`config.mk`:
```
export PLATFORM = sky130hd
export DESIGN_NAME = mpu6050_seq_ctrl_flat
export DESIGN_NICKNAME = d
export VERILOG_FILES = /design/src/rtl/mpu6050_seq_ctrl_if.sv /design/src/rtl/mpu6050_seq_ctrl.sv /design/src/flat_wrapper.sv
export SDC_FILE = /design/constraint.sdc
export NUM_CORES = 1
export LEC_CHECK = 0
export CAP_MARGIN = 20
export CORE_ASPECT_RATIO = 2
export CORE_MARGIN = 2
export CORE_UTILIZATION = 50
export CTS_CLUSTER_DIAMETER = 100
export DETAILED_ROUTE_END_ITERATION = 8
export PLACE_DENSITY = 0.81
export RECOVER_POWER = 25
export REMOVE_ABC_BUFFERS = 1
export SETUP_SLACK_MARGIN = 0.3
export SYNTH_ARGS = -nofsm -noshare
export SYNTH_HDL_FRONTEND = slang
export SYNTH_SLANG_ARGS = --single-unit
```
`constraint.sdc`:
```
create_clock -name clk -period 3.12 [get_ports clk]
set_clock_uncertainty 0.15 [all_clocks]
set_input_delay 0.312 -clock clk [delete_from_list [all_inputs] [get_ports clk]]
set_output_delay 0.312 -clock clk [all_outputs]
set_load 0.02 [all_outputs]
```
`src/rtl/mpu6050_seq_ctrl_if.sv`:
```
// Bus bundle between the MPU6050 sequencer and its surroundings.
//   master modport : the sequencer (drives selector/reg_addr/wr_data and the
//                    sample/status outputs; receives enable and the I2C master's
//                    done/nack/rd_data)
//   slave modport  : the I2C master + system side (the mirror image)
// Signals:
//   enable        run request
//   selector      op code to the I2C master (000 idle, 001 wr ptr, 011 wr data,
//                 100 rd ptr, 110 rd data)
//   reg_addr      register pointer of the current op
//   wr_data       data byte for 011 ops
//   master_done   one-cycle completion pulse from the I2C master
//   master_nack   slave NACK flag, valid with master_done
//   rd_data       read byte, valid with master_done on 110 ops
//   sample_data   last complete sample, first byte read at the MSB end
//   sample_valid  one-cycle pulse when sample_data updates
//   busy          sequencer active (not IDLE/ERROR)
//   error         sticky error flag
//   err_code      01 NACK exhausted, 10 timeout exhausted, 11 WHO_AM_I mismatch
interface mpu6050_seq_ctrl_if #(
  parameter int NUM_BYTES = 14
);
  logic                   enable;
  logic [2:0]             selector;
  logic [7:0]             reg_addr;
  logic [7:0]             wr_data;
  logic                   master_done;
  logic                   master_nack;
  logic [7:0]             rd_data;
  logic [8*NUM_BYTES-1:0] sample_data;
  logic                   sample_valid;
  logic                   busy;
  logic                   error;
  logic [1:0]             err_code;

  modport master (
    input  enable, master_done, master_nack, rd_data,
    output selector, reg_addr, wr_data, sample_data, sample_valid, busy, error, err_code
  );

  modport slave (
    output enable, master_done, master_nack, rd_data,
    input  selector, reg_addr, wr_data, sample_data, sample_valid, busy, error, err_code
  );
endinterface

```
`src/rtl/mpu6050_seq_ctrl.sv`:
```
// MPU6050 transaction sequencer for I2C_master_statemachine.
// Wakes the sensor (PWR_MGMT_1 <= 0x00), then every SAMPLE_PERIOD cycles
// burst-reads NUM_BYTES registers starting at START_REG into a shadow buffer
// and publishes the complete sample atomically. Failed ops (NACK or
// OP_TIMEOUT cycles without done) re-issue the whole ptr+data pair up to
// MAX_RETRY times, after which the block parks in ERROR until enable drops.
// Ports:
//   clk    system clock
//   reset  asynchronous, active-low reset
//   bus    mpu6050_seq_ctrl_if.master (see interface file for signal list)
// Optional feature: define MPU_WHOAMI_CHECK_EN to read WHO_AM_I (0x75) before
// wake and stop with err_code 11 if it does not return 0x68.
module mpu6050_seq_ctrl #(
  parameter int         SAMPLE_PERIOD = 20000,
  parameter int         NUM_BYTES     = 14,
  parameter logic [7:0] START_REG     = 8'h3B,
  parameter int         MAX_RETRY     = 3,
  parameter int         OP_TIMEOUT    = 4095
) (
  input  logic               clk,
  input  logic               reset,
  mpu6050_seq_ctrl_if.master bus
);
  localparam int TMR_W = $clog2(OP_TIMEOUT + 1);
  localparam int PER_W = $clog2(SAMPLE_PERIOD + 1);
  localparam int RTY_W = $clog2(MAX_RETRY + 2);
  localparam int IDX_W = (NUM_BYTES > 1) ? $clog2(NUM_BYTES) : 1;

  localparam logic [2:0] SEL_IDLE    = 3'b000;
  localparam logic [2:0] SEL_WR_PTR  = 3'b001;
  localparam logic [2:0] SEL_WR_DATA = 3'b011;
  localparam logic [2:0] SEL_RD_PTR  = 3'b100;
  localparam logic [2:0] SEL_RD_DATA = 3'b110;

  localparam logic [7:0] PWR_MGMT_1  = 8'h6B;
  localparam logic [7:0] WAKE_VALUE  = 8'h00;
  localparam logic [1:0] ERR_NACK    = 2'b01;
  localparam logic [1:0] ERR_TIMEOUT = 2'b10;
`ifdef MPU_WHOAMI_CHECK_EN
  localparam logic [7:0] WHOAMI_REG  = 8'h75;
  localparam logic [7:0] WHOAMI_ID   = 8'h68;
  localparam logic [1:0] ERR_WHOAMI  = 2'b11;
`endif

  typedef enum logic [3:0] {
    S_IDLE, S_WHO_PTR, S_WHO_RD, S_WAKE_PTR, S_WAKE_DATA,
    S_WAIT_PERIOD, S_RD_PTR, S_RD_DATA, S_PUBLISH, S_ERROR
  } state_t;

  state_t                 state_q, state_d, head;
  logic                   gap_q, gap_d;
  logic [RTY_W-1:0]       retry_q, retry_d;
  logic [IDX_W-1:0]       byte_q, byte_d;
  logic [TMR_W-1:0]       timer_q;
  logic [PER_W-1:0]       period_cnt_q;
  logic                   period_run_q;
  logic [1:0]             err_code_q, err_code_d;
  logic [8*NUM_BYTES-1:0] shadow_q, sample_q;
  logic                   valid_q;

  logic       is_op, op_live, op_done, op_ok, op_fail, period_end;
  logic       period_start, capture, publish;
  logic [2:0] op_sel;
  logic [7:0] op_addr;

  assign period_end = (period_cnt_q == PER_W'(SAMPLE_PERIOD - 1));

  always_comb begin
    state_d      = state_q;
    gap_d        = 1'b0;
    retry_d      = retry_q;
    byte_d       = byte_q;
    err_code_d   = err_code_q;
    period_start = 1'b0;
    capture      = 1'b0;
    publish      = 1'b0;
    op_sel       = SEL_IDLE;
    op_addr      = 8'h00;
    is_op        = 1'b1;
    head         = state_q;

    // Op decode; head is the first op of the pair a failure re-issues.
    case (state_q)
`ifdef MPU_WHOAMI_CHECK_EN
      S_WHO_PTR:   begin op_sel = SEL_RD_PTR;  op_addr = WHOAMI_REG; head = S_WHO_PTR; end
      S_WHO_RD:    begin op_sel = SEL_RD_DATA; op_addr = WHOAMI_REG; head = S_WHO_PTR; end
`endif
      S_WAKE_PTR:  begin op_sel = SEL_WR_PTR;  op_addr = PWR_MGMT_1; head = S_WAKE_PTR; end
      S_WAKE_DATA: begin op_sel = SEL_WR_DATA; op_addr = PWR_MGMT_1; head = S_WAKE_PTR; end
      S_RD_PTR:    begin op_sel = SEL_RD_PTR;  op_addr = START_REG + 8'(byte_q); head = S_RD_PTR; end
      S_RD_DATA:   begin op_sel = SEL_RD_DATA; op_addr = START_REG + 8'(byte_q); head = S_RD_PTR; end
      default:     is_op = 1'b0;
    endcase

    // done is only honoured while an op is on the bus; done beats timeout.
    op_live = is_op && !gap_q;
    op_done = op_live && bus.master_done;
    op_ok   = op_done && !bus.master_nack;
    op_fail = op_live && (bus.master_done ? bus.master_nack
                                          : (timer_q == TMR_W'(OP_TIMEOUT - 1)));

    case (state_q)
      S_IDLE: begin
        retry_d    = '0;
        byte_d     = '0;
        err_code_d = 2'b00;
        if (bus.enable) begin
`ifdef MPU_WHOAMI_CHECK_EN
          state_d = S_WHO_PTR;
`else
          state_d = S_WAKE_PTR;
`endif
        end
      end
      S_WAIT_PERIOD: begin
        // First sample after wake starts at once; later ones on period expiry.
        if (!bus.enable) state_d = S_IDLE;
        else if (!period_run_q || period_end) begin
          state_d      = S_RD_PTR;
          period_start = 1'b1;
        end
      end
      S_PUBLISH: begin
        publish = 1'b1;
        if (!bus.enable) state_d = S_IDLE;
        else if (period_end) begin
          // Burst overran the period: start the next one straight away.
          state_d      = S_RD_PTR;
          period_start = 1'b1;
        end else state_d = S_WAIT_PERIOD;
      end
      S_ERROR: begin
        if (!bus.enable) begin
          state_d    = S_IDLE;
          err_code_d = 2'b00;
        end
      end
      default: begin
        if (gap_q) begin
          if (!bus.enable) state_d = S_IDLE;
        end else if (op_fail) begin
          if (!bus.enable) state_d = S_IDLE;
          else if (retry_q == RTY_W'(MAX_RETRY)) begin
            state_d    = S_ERROR;
            err_code_d = bus.master_done ? ERR_NACK : ERR_TIMEOUT;
          end else begin
            state_d = head;
            gap_d   = 1'b1;
            retry_d = retry_q + 1'b1;
          end
        end else if (op_ok) begin
          if (!bus.enable) state_d = S_IDLE;
          else begin
            gap_d = 1'b1;
            case (state_q)
              S_WHO_PTR: state_d = S_WHO_RD;
              S_WHO_RD: begin
                retry_d = '0;
                state_d = S_WAKE_PTR;
`ifdef MPU_WHOAMI_CHECK_EN
                if (bus.rd_data != WHOAMI_ID) begin
                  state_d    = S_ERROR;
                  err_code_d = ERR_WHOAMI;
                  gap_d      = 1'b0;
                end
`endif
              end
              S_WAKE_PTR: state_d = S_WAKE_DATA;
              S_WAKE_DATA: begin
                // WAIT_PERIOD itself provides the idle cycle after wake.
                retry_d = '0;
                gap_d   = 1'b0;
                state_d = S_WAIT_PERIOD;
              end
              S_RD_PTR: state_d = S_RD_DATA;
              S_RD_DATA: begin
                capture = 1'b1;
                retry_d = '0;
                if (byte_q == IDX_W'(NUM_BYTES - 1)) begin
                  byte_d  = '0;
                  gap_d   = 1'b0;
                  state_d = S_PUBLISH;
                end else begin
                  byte_d  = byte_q + 1'b1;
                  state_d = S_RD_PTR;
                end
              end
              default: state_d = S_IDLE;
            endcase
          end
        end
      end
    endcase
  end

  always_ff @(posedge clk or negedge reset) begin
    if (!reset) begin
      state_q      <= S_IDLE;
      gap_q        <= 1'b0;
      retry_q      <= '0;
      byte_q       <= '0;
      timer_q      <= '0;
      period_cnt_q <= '0;
      period_run_q <= 1'b0;
      err_code_q   <= 2'b00;
      shadow_q     <= '0;
      sample_q     <= '0;
      valid_q      <= 1'b0;
    end else begin
      state_q    <= state_d;
      gap_q      <= gap_d;
      retry_q    <= retry_d;
      byte_q     <= byte_d;
      err_code_q <= err_code_d;
      timer_q    <= (op_live && !op_done && !op_fail) ? timer_q + 1'b1 : '0;

      // Period counter saturates at SAMPLE_PERIOD-1 so an overrun is remembered.
      if (period_start) begin
        period_cnt_q <= '0;
        period_run_q <= 1'b1;
      end else begin
        if (period_run_q && !period_end) period_cnt_q <= period_cnt_q + 1'b1;
        if (state_q == S_IDLE) period_run_q <= 1'b0;
      end

      if (state_q == S_IDLE) shadow_q <= '0;
      else if (capture) shadow_q[8*(NUM_BYTES - 1 - int'(byte_q)) +: 8] <= bus.rd_data;

      valid_q <= publish;
      if (publish) sample_q <= shadow_q;
    end
  end

  assign bus.selector     = op_live ? op_sel : SEL_IDLE;
  assign bus.reg_addr     = op_live ? op_addr : 8'h00;
  assign bus.wr_data      = WAKE_VALUE;  // the only byte ever written
  assign bus.sample_data  = sample_q;
  assign bus.sample_valid = valid_q;
  assign bus.busy         = (state_q != S_IDLE) && (state_q != S_ERROR);
  assign bus.error        = (state_q == S_ERROR);
  assign bus.err_code     = err_code_q;
endmodule
```
`src/flat_wrapper.sv`:
```
// flat-port wrapper written by rule: the top's interface ports become plain ports
module mpu6050_seq_ctrl_flat 
#(
  parameter int         SAMPLE_PERIOD = 20000,
  parameter int         NUM_BYTES     = 14,
  parameter logic [7:0] START_REG     = 8'h3B,
  parameter int         MAX_RETRY     = 3,
  parameter int         OP_TIMEOUT    = 4095
)
  (clk, reset, bus_enable, bus_master_done, bus_master_nack, bus_rd_data, bus_selector, bus_reg_addr, bus_wr_data, bus_sample_data, bus_sample_valid, bus_busy, bus_error, bus_err_code);
  mpu6050_seq_ctrl_if #(.NUM_BYTES(NUM_BYTES)) bus_i ();
  input  logic clk;
  input  logic reset;
  input wire logic [$bits(bus_i.enable)-1:0] bus_enable;
  input wire logic [$bits(bus_i.master_done)-1:0] bus_master_done;
  input wire logic [$bits(bus_i.master_nack)-1:0] bus_master_nack;
  input wire logic [$bits(bus_i.rd_data)-1:0] bus_rd_data;
  output wire logic [$bits(bus_i.selector)-1:0] bus_selector;
  output wire logic [$bits(bus_i.reg_addr)-1:0] bus_reg_addr;
  output wire logic [$bits(bus_i.wr_data)-1:0] bus_wr_data;
  output wire logic [$bits(bus_i.sample_data)-1:0] bus_sample_data;
  output wire logic [$bits(bus_i.sample_valid)-1:0] bus_sample_valid;
  output wire logic [$bits(bus_i.busy)-1:0] bus_busy;
  output wire logic [$bits(bus_i.error)-1:0] bus_error;
  output wire logic [$bits(bus_i.err_code)-1:0] bus_err_code;
  assign bus_i.enable = bus_enable;
  assign bus_i.master_done = bus_master_done;
  assign bus_i.master_nack = bus_master_nack;
  assign bus_i.rd_data = bus_rd_data;
  assign bus_selector = bus_i.selector;
  assign bus_reg_addr = bus_i.reg_addr;
  assign bus_wr_data = bus_i.wr_data;
  assign bus_sample_data = bus_i.sample_data;
  assign bus_sample_valid = bus_i.sample_valid;
  assign bus_busy = bus_i.busy;
  assign bus_error = bus_i.error;
  assign bus_err_code = bus_i.err_code;
  mpu6050_seq_ctrl #(.SAMPLE_PERIOD(SAMPLE_PERIOD), .NUM_BYTES(NUM_BYTES), .START_REG(START_REG), .MAX_RETRY(MAX_RETRY), .OP_TIMEOUT(OP_TIMEOUT)) u_core (.clk(clk), .reset(reset), .bus(bus_i));
endmodule
```
==> results of run 1 <==
repair_timing:
item | 4_1_cts | 5_1_grt
pin swaps | 35 | 10
cloned | 6 | 3
endpoints found under the hold margin | 96 | 0
hold buffers | 1 | 0
gates resized for setup | 116 | 90
setup endpoints to repair | 111 | 117
setup buffers | 6 | 5
cells by family (layout without fill, tap and decap cells):
family,Yosys count,in the layout,share of synthesized area [%]
xor+xnor,23,23,1.705
other cells,1,9,0.03174
compound gates,184,184,10.13
fa+ha+maj,17,17,1.800
flops,267,267,56.55
simple gates,300,300,13.92
mux,128,128,12.07
buf+inv,105,275,3.791
cell usage in the layout, fill, tap and decap left out, drive strengths merged, types with 10 or more instances in the layout:
master         count
o21ai             87
clkbuf            41
and2              10
clkdlybuf4s50    127
nor2              52
inv               26
mux2i             12
buf               65
nand2             42
nand4             16
xor2              17
mux2             116
a21oi             22
a22o              14
dfrtp            267
nand3             98
ha                17
nand2b            17
critical path: cells and delay by family, from the launching register on:
family	cells	cell delay, ns
AO/OA/AOI/OAI	2	0.26
adder cells (fa/ha/maj)	3	0.84
buffers and inverters	4	0.62
flip-flops	1	0.40
AND/OR/NAND/NOR	4	0.60
path summary, 6_finish.rpt:
path                                      from                   to  slack (ns)
max                           u_core.byte_q[1]  u_core.shadow_q[57]        0.10
max reg2reg                   u_core.byte_q[1]  u_core.shadow_q[57]        0.10
min reg2reg                u_core.shadow_q[76]  u_core.shadow_q[76]        0.33
max in group asynchronous                reset  u_core.shadow_q[94]        0.59
min                             bus_rd_data[5]   u_core.shadow_q[5]        0.31
min in group asynchronous                reset    u_core.timer_q[5]        0.55
layout make-up:
type / instances / area [µm²]
Sequential cell: 267 / 6685
Fill cell: 1742 / 8114
Clock inverter: 6 / 63.81
Timing Repair Buffer: 208 / 1967
Tap cell: 283 / 354.1
Inverter: 26 / 97.59
Multi-Input combinational cell: 661 / 5276
Clock buffer: 35 / 670.6
per-stage QoR:
step | hold WS, ns | cells
after floorplan | -0.1336 | 954
after global placement | 0.2684 | 1424
after detailed placement | 0.2717 | 1424
after CTS | 0.2881 | 1478
after global routing | 0.2954 | 1486
final | 0.3142 | 1486
flip-flops by register name, indices dropped and copies added, names as in the netlist:
register                 count
u_core.gap_q                 1
u_core.period_run_q          1
u_core.shadow_q            112
u_core.retry_q               3
u_core.bus.sample_data     112
u_core.state_q               4
u_core.byte_q                4
u_core.period_cnt_q         15
u_core.bus.err_code          2
u_core.bus.sample_valid      1
u_core.timer_q              12
Yosys cell counts (all sizes together) (3+ instances only):
cell type	number	area, µm²
o21ai	87	435.4
nor3b	3	22.52
buf	37	192.7
and3	5	31.28
mux2	116	1306
nor2b	6	37.54
mux2i	12	120.1
or4	7	52.55
o211ai	6	45.04
o2bb2ai	8	70.07
nor4b	4	41.29
and2	10	62.56
a22o	14	122.6
nor4	8	77.57
nand2b	17	106.4
and4	7	61.31
nand2	42	157.7
or3b	3	28.78
xor2	17	148.9
ha	17	212.7
xnor2	6	52.55
nand3b	3	22.52
inv	26	97.59
clkbuf	42	157.7
nor3	8	51.30
a21oi	22	110.1
nand4	16	100.1
dfrtp	267	6681
o2111ai	9	78.83
nand4b	3	26.28
nor2	52	197.7
a211oi	7	52.55
nand3	98	490.5
o22ai	4	25.02
routing by layer:
layer  up-vias  wire [µm]
li1       3995          -
met1      4454      10750
met2       261      17400
met3        72       1081
met4         0       1443
met5         -          0
report_power, final:
group	switching (mW)	internal, mW	total [mW]	leakage, nW
combinational	0.154	0.0442	0.199	2.83
clock	1.23	1.57	2.80	0.354
sequential	0.00132	3.46	3.46	3.65
==> metrics.md, run 1 <==
| Metric | Value |
|---|---|
| Status | `complete, no violations` |
| Slew headroom | `around 3.3%` |
| Crit path DAT | `~3.2 ns` |
| Slowest stage delay, CP | `roughly 0.4 ns` |
| DRC Markers | `0` |
| Placed Instance Area | `approximately 14000 µm²` |
| Hold Crit Class | `input port to flip-flop` |
| # nets final | `approximately 1200` |
| Reg2Reg Depth | `13` |
| Met2 Usage GRT | `45.41%` |
| Flops & latches, synth | `roughly 270` |
| Cell count after synthesis | `~1000` |
| Post-synthesis cell type count | `slightly below 70` |
| Total I/O pin count | `149` |
| Worst VDD drop | `0.4882 mV` |
| H-tree levels | `1` |
| Pre-Repair DR Iteration Count | `5` |
| Worst-Margin Slew | `around 1.5 ns` |
| Clock insertion delay at the later pin of the skew report | `roughly 0.52 ns` |
| Ys flop type | `dfrtp_1` |
| GRT Util Overall | `around a quarter` |
| Pwr/cell area | `427.4 nW/µm²` |
| Clock slew at reported path FFs | `approximately 0.07 ns` |
| Busiest grt layer | `met2` |
| Synthesized area per cell | `between 10 and 15 µm²` |
| Place WS | `-0.1116 ns` |
| Area Growth Syn to Fin | `27.93%` |
| Wire per inst | `around 21 µm` |
| Max cap viols | `0` |
| Fraction of layout instances using a drive strength above 1 | `a little over a quarter` |
| Max frequency | `between 300 and 400 MHz` |
| HPWL after DPL | `20920 µm` |
| Vias in the first global route | `about 9100` |
| Pin count of the biggest net entering global routing | `~110` |
| Met3 usage | `about 2.2%` |
| Final WL | `between 30000 and 40000 µm` |
| Final Cycle Share | `between 90% and 100%` |
| Core area | `~23000 µm²` |
| Hold Path Depth | `3` |
| CTS max path bufs | `3` |
| CP cell instances | `ha_2, inv_2, ha_4, buf_4, nand4_1, ha_1, nand4b_1, nor4_2, buf_6, o2111ai_1, buf_4, nand3_1, o21ai_0` |
| Final GP Congestion | `~0.95` |
| Power Total | `roughly 6.5 mW` |
| Seq/Total Area, Yosys | `a little under three fifths` |
| Leak | `a little under 7 nW` |
| Final worst setup slack | `~0.10 ns` |
| Initial antenna violation count | `0` |
| Critical path required time | `roughly 3.3 ns` |
| Number of enable flip-flop cells after synthesis | `0` |
| Chip height | `221.4 µm` |
| CP Class | `flip-flop to flip-flop` |
| TNS Setup | `0 ns` |
| Fin area | `approximately 15000 µm²` |
| Global route overflow | `0` |
| Mapped Area | `roughly 12000 µm²` |
| CP most frequent cell | `buf_4` |
| CP max FO | `16` |
| Core Util, Final | `65.07%` |
| ANT cells | `0` |
| Clock period minus final worst setup slack | `between 3 and 4 ns` |
| CTS root buf | `clkbuf_16` |
| DRT iter0 DRCs | `~530` |
| CP endpoint kind | `flip-flop` |
| Fin. max-slew vios | `0` |
| Number of warnings issued by yosys | `0` |
| Unrepaired setup endpoints after global routing | `true` |
| Initial Util | `between 50% and 60%` |
| Total die area | `about 25000 µm²` |
| DRT antenna net count | `0` |
| Grt met1 use | `~28%` |
| CP Launch Type | `flip-flop` |
| Routed vias/inst | `~6` |
| Die Wd | `~110 µm` |
| Rows | `between 70 and 80` |
| CTS Sinks | `between 200 and 300` |
| CTS tree | `done` |
| Synth async-reset ratio | `100.0%` |
| First-pass GRT wire length | `approximately 49000 µm` |
| CP max stage cell | `dfrtp_1` |
| Num CTS Buffers | `23` |
| Vias | `a little under 9000` |
| Final Setup Violations | `0` |
| Final hold violation count | `0` |
| Port Buffers | `roughly 140` |
No activity file was read; power rests on OpenSTA's default activity.
==> inputs of run 2 (changes only) <==
--- a/config.mk
+++ b/config.mk
@@ -5,7 +5,7 @@
 export SDC_FILE = /design/constraint.sdc
 export NUM_CORES = 1
 export LEC_CHECK = 0
-export CAP_MARGIN = 20
+export CAP_MARGIN = 15
 export CORE_ASPECT_RATIO = 2
 export CORE_MARGIN = 2
 export CORE_UTILIZATION = 50
@@ -18,3 +18,4 @@
 export SYNTH_ARGS = -nofsm -noshare
 export SYNTH_HDL_FRONTEND = slang
 export SYNTH_SLANG_ARGS = --single-unit
+export TNS_END_PERCENT = 5
==> run 2 against run 1 <==
Maximum frequency increased by 2.6%. Cell count decreased by 0.74%. Design area decreased by 2.8%. Worst setup slack improved by 0.077 ns. First-iteration DRC count decreased by 6.6%. Sequential share of layout area increased by 1.3 points. Sequential cell count unchanged. Clock power about the same. Global-route usage decreased by 0.52 points. Combinational power decreased by 5%. Wire length decreased by 3.2%.
==> metrics.md, run 2 (synthesized netlist as in run 1, its figures left out) <==
| Metric | Value |
|---|---|
| Max cap viols | `0 (unchanged)` |
| CP cell instances | `ha_2, inv_2, ha_4, buf_4, nand4_1, ha_1, nand4b_1, nor4_2, buf_4, o2111ai_1, buf_4, nand3_1, o21ai_0` |
| Leak | `6.801 nW (-0.39%)` |
| Hold Crit Class | `input port to flip-flop` |
| CTS tree | `done` |
| Initial antenna violation count | `0 (unchanged)` |
| Die Wd | `112.7 µm (unchanged)` |
| HPWL after DPL | `20920 µm (unchanged)` |
| Final GP Congestion | `0.9541 (unchanged)` |
| Placed Instance Area | `13660 µm² (unchanged)` |
| Most common cell after layout, fill and taps aside | `dfrtp_1` |
| DRC Markers | `0 (unchanged)` |
| Final worst setup slack | `0.1779 ns (+0.07652 ns)` |
| CP Launch Type | `flip-flop` |
| Most frequent cells in the layout | `dfrtp_1 (264), clkdlybuf4s50_1 (129), mux2_2 (116)` |
| Num CTS Buffers | `23 (unchanged)` |
| DRT antenna net count | `0 (unchanged)` |
| Total die area | `24950 µm² (unchanged)` |
| Clk network pwr share | `43.4% (about the same)` |
| Final WL | `29680 µm (-3.2%)` |
| CP most frequent cell | `buf_4` |
| Pre-Repair DR Iteration Count | `5 (unchanged)` |
| Total I/O pin count | `149 (unchanged)` |
| CTS root buf | `clkbuf_16` |
| First-pass GRT wire length | `48090 µm (-1.9%)` |
| Area Growth Syn to Fin | `24.37%` |
| Port Buffers | `139 (unchanged)` |
| Final Cycle Share | `94.30% (-2.5 points)` |
| Fraction of layout instances using a drive strength above 1 | `21.90% (-4.5 points)` |
| CP max stage cell | `dfrtp_1` |
| CTS max path bufs | `3 (unchanged)` |
| Max frequency | `339.9 MHz (+2.6%)` |
| Vias in the first global route | `8929 (-1.8%)` |
| FF+latch area | `6685 µm² (unchanged)` |
| Vias | `8640 (-1.6%)` |
| Initial Util | `50.86% (unchanged)` |
| Seq pwr share | `53.7% (about the same)` |
| Final hold violation count | `0 (unchanged)` |
| H-tree levels | `1 (unchanged)` |
| Fill count | `1787 (+2.6%)` |
| Global route overflow | `0 (unchanged)` |
| # nets final | `1206 (-0.90%)` |
| Pwr/cell area | `439.2 nW/µm² (+2.8%)` |
| Rows | `79 (unchanged)` |
| CP Class | `flip-flop to flip-flop` |
| Clock insertion delay at the later pin of the skew report | `0.52 ns (about the same)` |
| Net Sw Frac | `21.36% (-0.051 points)` |
| Fin. max-slew vios | `0 (unchanged)` |
| Final Setup Violations | `0 (unchanged)` |
| Worst-Margin Slew | `1.439 ns (-0.01191 ns)` |
| Area occupied by multi-input gates | `4966 µm² (-5.9%)` |
| Slowest stage delay, CP | `0.40 ns (about the same)` |
| CP max FO | `16 (unchanged)` |
| Routed vias/inst | `5.858 (-0.88%)` |
| Wire per inst | `20.12 µm (-2.5%)` |
| ANT cells | `0 (unchanged)` |
| CTS Sinks | `267 (unchanged)` |
| Comb power frac | `2.9% (-0.2 points)` |
| Place WS | `-0.1116 ns (unchanged)` |
| Fin area | `14690 µm² (-2.8%)` |
| Clock slew at reported path FFs | `0.07 ns (about the same)` |
| Pin count of the biggest net entering global routing | `114 (unchanged)` |
| Core area | `23230 µm² (unchanged)` |
| CP endpoint kind | `flip-flop` |
| Crit path DAT | `3.15 ns (-0.09 ns)` |
| Chip height | `221.4 µm (unchanged)` |
| Status | `complete, no violations` |
| R2r setup slk | `0.18 ns (+0.08 ns)` |
| Worst VDD drop | `0.4865 mV (-0.35%)` |
| GRT Util Overall | `24.01% (-0.52 points)` |
| NetSw | `1.378 mW (-0.34%)` |
| Internal power | `5.075 mW (about the same)` |
| Clock period minus final worst setup slack | `2.942 ns (-0.07652 ns)` |
| Slew headroom | `4.069% (+0.79 points)` |
| Critical path required time | `3.33 ns (about the same)` |
| DRT iter0 DRCs | `498 (-6.6%)` |
| Unrepaired setup endpoints after global routing | `true` |
run 2: changes by cell type in the layout (fill, tap and decap cells not counted), moves of 8 or more:
cell,before,now
nand3_2,29,3
o21ai_2,8,0
o21ai_1,47,8
nand3_1,68,94
o21ai_0,32,79
run 2: what timing repair did:
action | CTS | global route
pin swaps | 10 | 2
gates cloned | 3 | 1
setup endpoints to repair | 111 | 114
hold endpoints to repair | 96 | 0
buffers inserted | 4 | 1
resized for setup | 28 | 48
hold buffers | 1 | 0
run 2: layout make-up:
type / count / area share [%]
tap: 283 / 2.410
timing repair buffer: 197 / 12.64
clock buffer: 35 / 4.564
clock inverter: 6 / 0.4343
multi-input combinational: 661 / 33.80
inverter: 26 / 0.6642
sequential: 267 / 45.50
run 2: path summary, 6_finish.rpt:
| check | from | cells past startpoint | to |
|---|---|---|---|
| hold / removal | bus_rd_data[3] | 3 | u_core.shadow_q[3] |
| max in group asynchronous | reset | 3 | u_core.shadow_q[98] |
| setup / recovery | u_core.byte_q[1] | 13 | u_core.shadow_q[57] |
| hold reg to reg | u_core.shadow_q[76] | 2 | u_core.shadow_q[76] |
| min in group asynchronous | reset | 2 | u_core.timer_q[5] |
| setup reg to reg | u_core.byte_q[1] | 13 | u_core.shadow_q[57] |
run 2: layer usage:
metal / GRT usage, % / wire length, µm / part of all wire [%] / up-vias
li1: - / - / - / 3970
met1: 27.37 / 10620 / 36 / 4374
met2: 44.60 / 16810 / 57 / 226
met3: 2.356 / 972 / 3.3 / 70
met4: 10.70 / 1279 / 4.3 / 0
met5: 0 / 0 / 0 / -
run 2: power by group through the flow:
stage,clock network (mW),logic [mW],registers [mW]
after floorplan,0,0.0465,3.53
after global routing,3.00,0.211,3.46
after CTS,2.84,0.195,3.46
final,2.80,0.189,3.46
after detailed placement,0,0.191,3.53
after global placement,0,0.188,3.53
run 2: per-stage QoR:
| step | std cells | power [mW] | TNS [ns] | hold slack (ns) | util, % |
|---|---|---|---|---|---|
| after global placement | 1424 | 3.717 | 0 | 0.2684 | 58.80 |
| final | 1475 | 6.453 | 0 | 0.3096 | 63.26 |
| after global routing | 1475 | 6.673 | -0.0004869 | 0.2921 | 63.26 |
| after floorplan | 954 | 3.578 | -628.84 | -0.1336 | - |
| after detailed placement | 1424 | 3.720 | -2.195 | 0.2717 | 58.80 |
| after CTS | 1473 | 6.497 | 0 | 0.2881 | 62.76 |
run 2: worst max-delay path, delay by kind of cell (launching register included):
family | cells | cell delay (ns)
simple gates | 4 | 0.56
buf+inv | 4 | 0.62
compound gates | 2 | 0.23
flops | 1 | 0.40
fa+ha+maj | 3 | 0.83
==> inputs of run 3 (changes only) <==
--- a/config.mk
+++ b/config.mk
@@ -7,7 +7,7 @@
 export LEC_CHECK = 0
 export CAP_MARGIN = 15
 export CORE_ASPECT_RATIO = 2
-export CORE_MARGIN = 2
+export CORE_MARGIN = 8
 export CORE_UTILIZATION = 50
 export CTS_CLUSTER_DIAMETER = 100
 export DETAILED_ROUTE_END_ITERATION = 8
==> constraint.sdc (replaced) <==
create_clock -name clk -period 2.6 [get_ports clk]
set_clock_uncertainty 0.15 [all_clocks]
set_input_delay 0.26 -clock clk [delete_from_list [all_inputs] [get_ports clk]]
set_output_delay 0.26 -clock clk [all_outputs]
set_load 0.02 [all_outputs]
==> run 3 against run 2 <==
The flow now finishes with violations (capacitance limit, slew limit, setup timing). Total power up 22%. Count of clock-buffer cells in the layout shrank 4. Register-to-register slack lost 0.45 ns. Wire length is 10% higher. Design area grew 7.6%. Cell count rose by 3.3%. Critical path depth is 2 lower. Via count up 4.2%. Maximum frequency grew 2.3%. Sequential cell count is the same. Sequential share of layout area shrank 3.2 points. Worst setup slack got worse by 0.45 ns.
==> metrics.md, run 3 (synthesized netlist as in run 1, its figures left out) <==
| Metric | Value |
|---|---|
| Placed cell count | `1471 (+3.3%)` |
| CTS tree | `done` |
| Status | `finished with violations` |
| CTS max path bufs | `3 (unchanged)` |
| Global route overflow | `0 (unchanged)` |
| Slew headroom | `-26.96% (-31 points)` |
| Chip height | `233.4 µm (+5.4%)` |
| Final Cycle Share | `110.6% (+16 points)` |
| FF-to-FF End | `u_core.shadow_q[35]` |
| Final GP Congestion | `0.9776 (+2.5%)` |
| Clock slew at reported path FFs | `0.07 ns (about the same)` |
| Pwr/cell area | `499.2 nW/µm² (+14%)` |
| Max frequency | `347.8 MHz (+2.3%)` |
| Final Setup Violations | `98 (+98)` |
| GRT Util Overall | `22.25% (-1.8 points)` |
| Core area | `23230 µm² (unchanged)` |
| Final WL | `32760 µm (+10%)` |
| # nets final | `1257 (+4.2%)` |
| Power Total | `7.889 mW (+22%)` |
| Initial Util | `50.86% (unchanged)` |
| Num CTS Buffers | `23 (unchanged)` |
| R2r setup slk | `-0.28 ns (-0.45 ns)` |
| CP Class | `flip-flop to flip-flop` |
| Rows | `79 (unchanged)` |
| Die Wd | `124.7 µm (+11%)` |
| Unrepaired setup endpoints after global routing | `true` |
| Fin. max-slew vios | `75 (+75)` |
| CTS root buf | `clkbuf_16` |
| Critical path required time | `2.84 ns (-0.49 ns)` |
| DRT antenna net count | `0 (unchanged)` |
| Vias | `9001 (+4.2%)` |
| Reg2Reg Depth | `11 (-2)` |
| Critical Path End | `u_core.shadow_q[35]` |
| Crit path DAT | `3.12 ns (-0.03 ns)` |
| Wire per inst | `21.51 µm (+6.9%)` |
| Worst min-delay path startpoint | `bus_rd_data[2]` |
| Worst reg2reg path startpoint | `u_core.byte_q[1]` |
| Total I/O pin count | `149 (unchanged)` |
| Failing checks | `capacitance limit, slew limit, setup timing` |
| Clock insertion delay at the later pin of the skew report | `0.51 ns (about the same)` |
| Total die area | `29100 µm² (+17%)` |
| CP Launch Type | `flip-flop` |
| ANT cells | `0 (unchanged)` |
| HPWL after DPL | `22550 µm (+7.8%)` |
| Initial antenna violation count | `0 (unchanged)` |
| Pin count of the biggest net entering global routing | `79 (-31%)` |
| TNS Setup | `-19.37 ns (-19.37 ns)` |
| Area Growth Syn to Fin | `33.76%` |
| Final Non-Filler Cells | `1523 (+3.3%)` |
| Fraction of layout instances using a drive strength above 1 | `33.06% (+11 points)` |
| Worst-Margin Slew | `1.904 ns (+0.4655 ns)` |
| Routed vias/inst | `5.910 (+0.89%)` |
| Crit path launch | `u_core.byte_q[1]` |
| Port Buffers | `139 (unchanged)` |
| Final hold violation count | `0 (unchanged)` |
| Final worst setup slack | `-0.2756 ns (-0.4535 ns)` |
| DRT iter0 DRCs | `625 (+26%)` |
| Vias in the first global route | `9655 (+8.1%)` |
| Worst VDD drop | `0.5503 mV (+13%)` |
| Worst hold slack | `0.2551 ns (-0.05453 ns)` |
| CP max FO | `8 (-8)` |
| Clock period minus final worst setup slack | `2.876 ns (-0.06652 ns)` |
| Hold Crit Class | `input port to flip-flop` |
| H-tree levels | `1 (unchanged)` |
| Most frequent cells in the layout | `dfrtp_1 (264), clkdlybuf4s50_1 (126), mux2_2 (116)` |
| DRC Markers | `0 (unchanged)` |
| Max cap viols | `1 (+1)` |
| CP endpoint kind | `flip-flop` |
| First-pass GRT wire length | `52370 µm (+8.9%)` |
| Most common cell after layout, fill and taps aside | `dfrtp_1` |
| CTS Sinks | `267 (unchanged)` |
| Pre-Repair DR Iteration Count | `5 (unchanged)` |
| Leak | `7.170 nW (+5.4%)` |
[run 3: layout make-up]
type | instances | area (µm²)
sequential | 267 | 6685
inverter | 26 | 100.1
timing repair buffer | 248 | 2422
fill | 1624 | 7425
clock buffer | 31 | 665.6
tap | 283 | 354.1
clock inverter | 7 | 92.59
multi-input combinational | 661 | 5484
[run 3: layer usage]
metal / track usage (%) / up-vias / part of all wire, %
li1: - / 4076 / -
met1: 22.12 / 4534 / 34
met2: 43.05 / 287 / 56
met3: 2.701 / 104 / 3.9
met4: 13.25 / 0 / 6.0
met5: 0 / - / 0
[run 3: per-stage QoR]
| step | setup WS (ns) | area (µm²) | utilization (%) |
|---|---|---|---|
| 5_1_grt | -0.4591 | 15800 | 68.04 |
| 2_1_floorplan | -5.514 | 11490 | - |
| 3_5_place_dp | -0.3806 | 14140 | 60.86 |
| 3_3_place_gp | -0.2858 | 14140 | 60.86 |
| 6_report | -0.2756 | 15800 | 68.04 |
| 4_1_cts | -0.2484 | 15530 | 66.87 |
[run 3: worst min-delay path by stage]
| stage | endpoint | slack [ns] | cells past startpoint |
|---|---|---|---|
| after floorplan | u_core.bus.err_code[0] | -0.19 | 0 |
| after global placement | u_core.bus.sample_data[99] | 0.12 | 1 |
| after detailed placement | u_core.bus.sample_data[99] | 0.13 | 1 |
| after CTS | u_core.bus.sample_data[84] | 0.18 | 2 |
| after global routing | u_core.shadow_q[2] | 0.26 | 3 |
| final | u_core.shadow_q[2] | 0.26 | 3 |
[run 3: critical path: stages, from the launching register on]
cell,delay [ns]
dfrtp_1,0.36
ha_2,0.19
inv_2,0.05
ha_4,0.27
nand3b_1,0.09
ha_1,0.34
buf_4,0.17
nor2_1,0.52
o2111ai_4,0.24
buf_6,0.20
nand3_1,0.09
o21ai_1,0.08
[run 3: repair_timing]
item | 4_1_cts | 5_1_grt
hold buffers | 1 | 0
setup endpoints to repair | 140 | 169
hold endpoints to repair | 72 | 0
setup buffers | 4 | 0
cloned | 9 | 0
pin swaps | 40 | 43
resized for setup | 237 | 98
[run 3: report_power, final]
group          internal, mW  switching (mW)  leakage (nW)
combinational        0.0770           0.189          3.14
sequential             4.15         0.00218          3.65
clock                  1.99            1.48         0.377
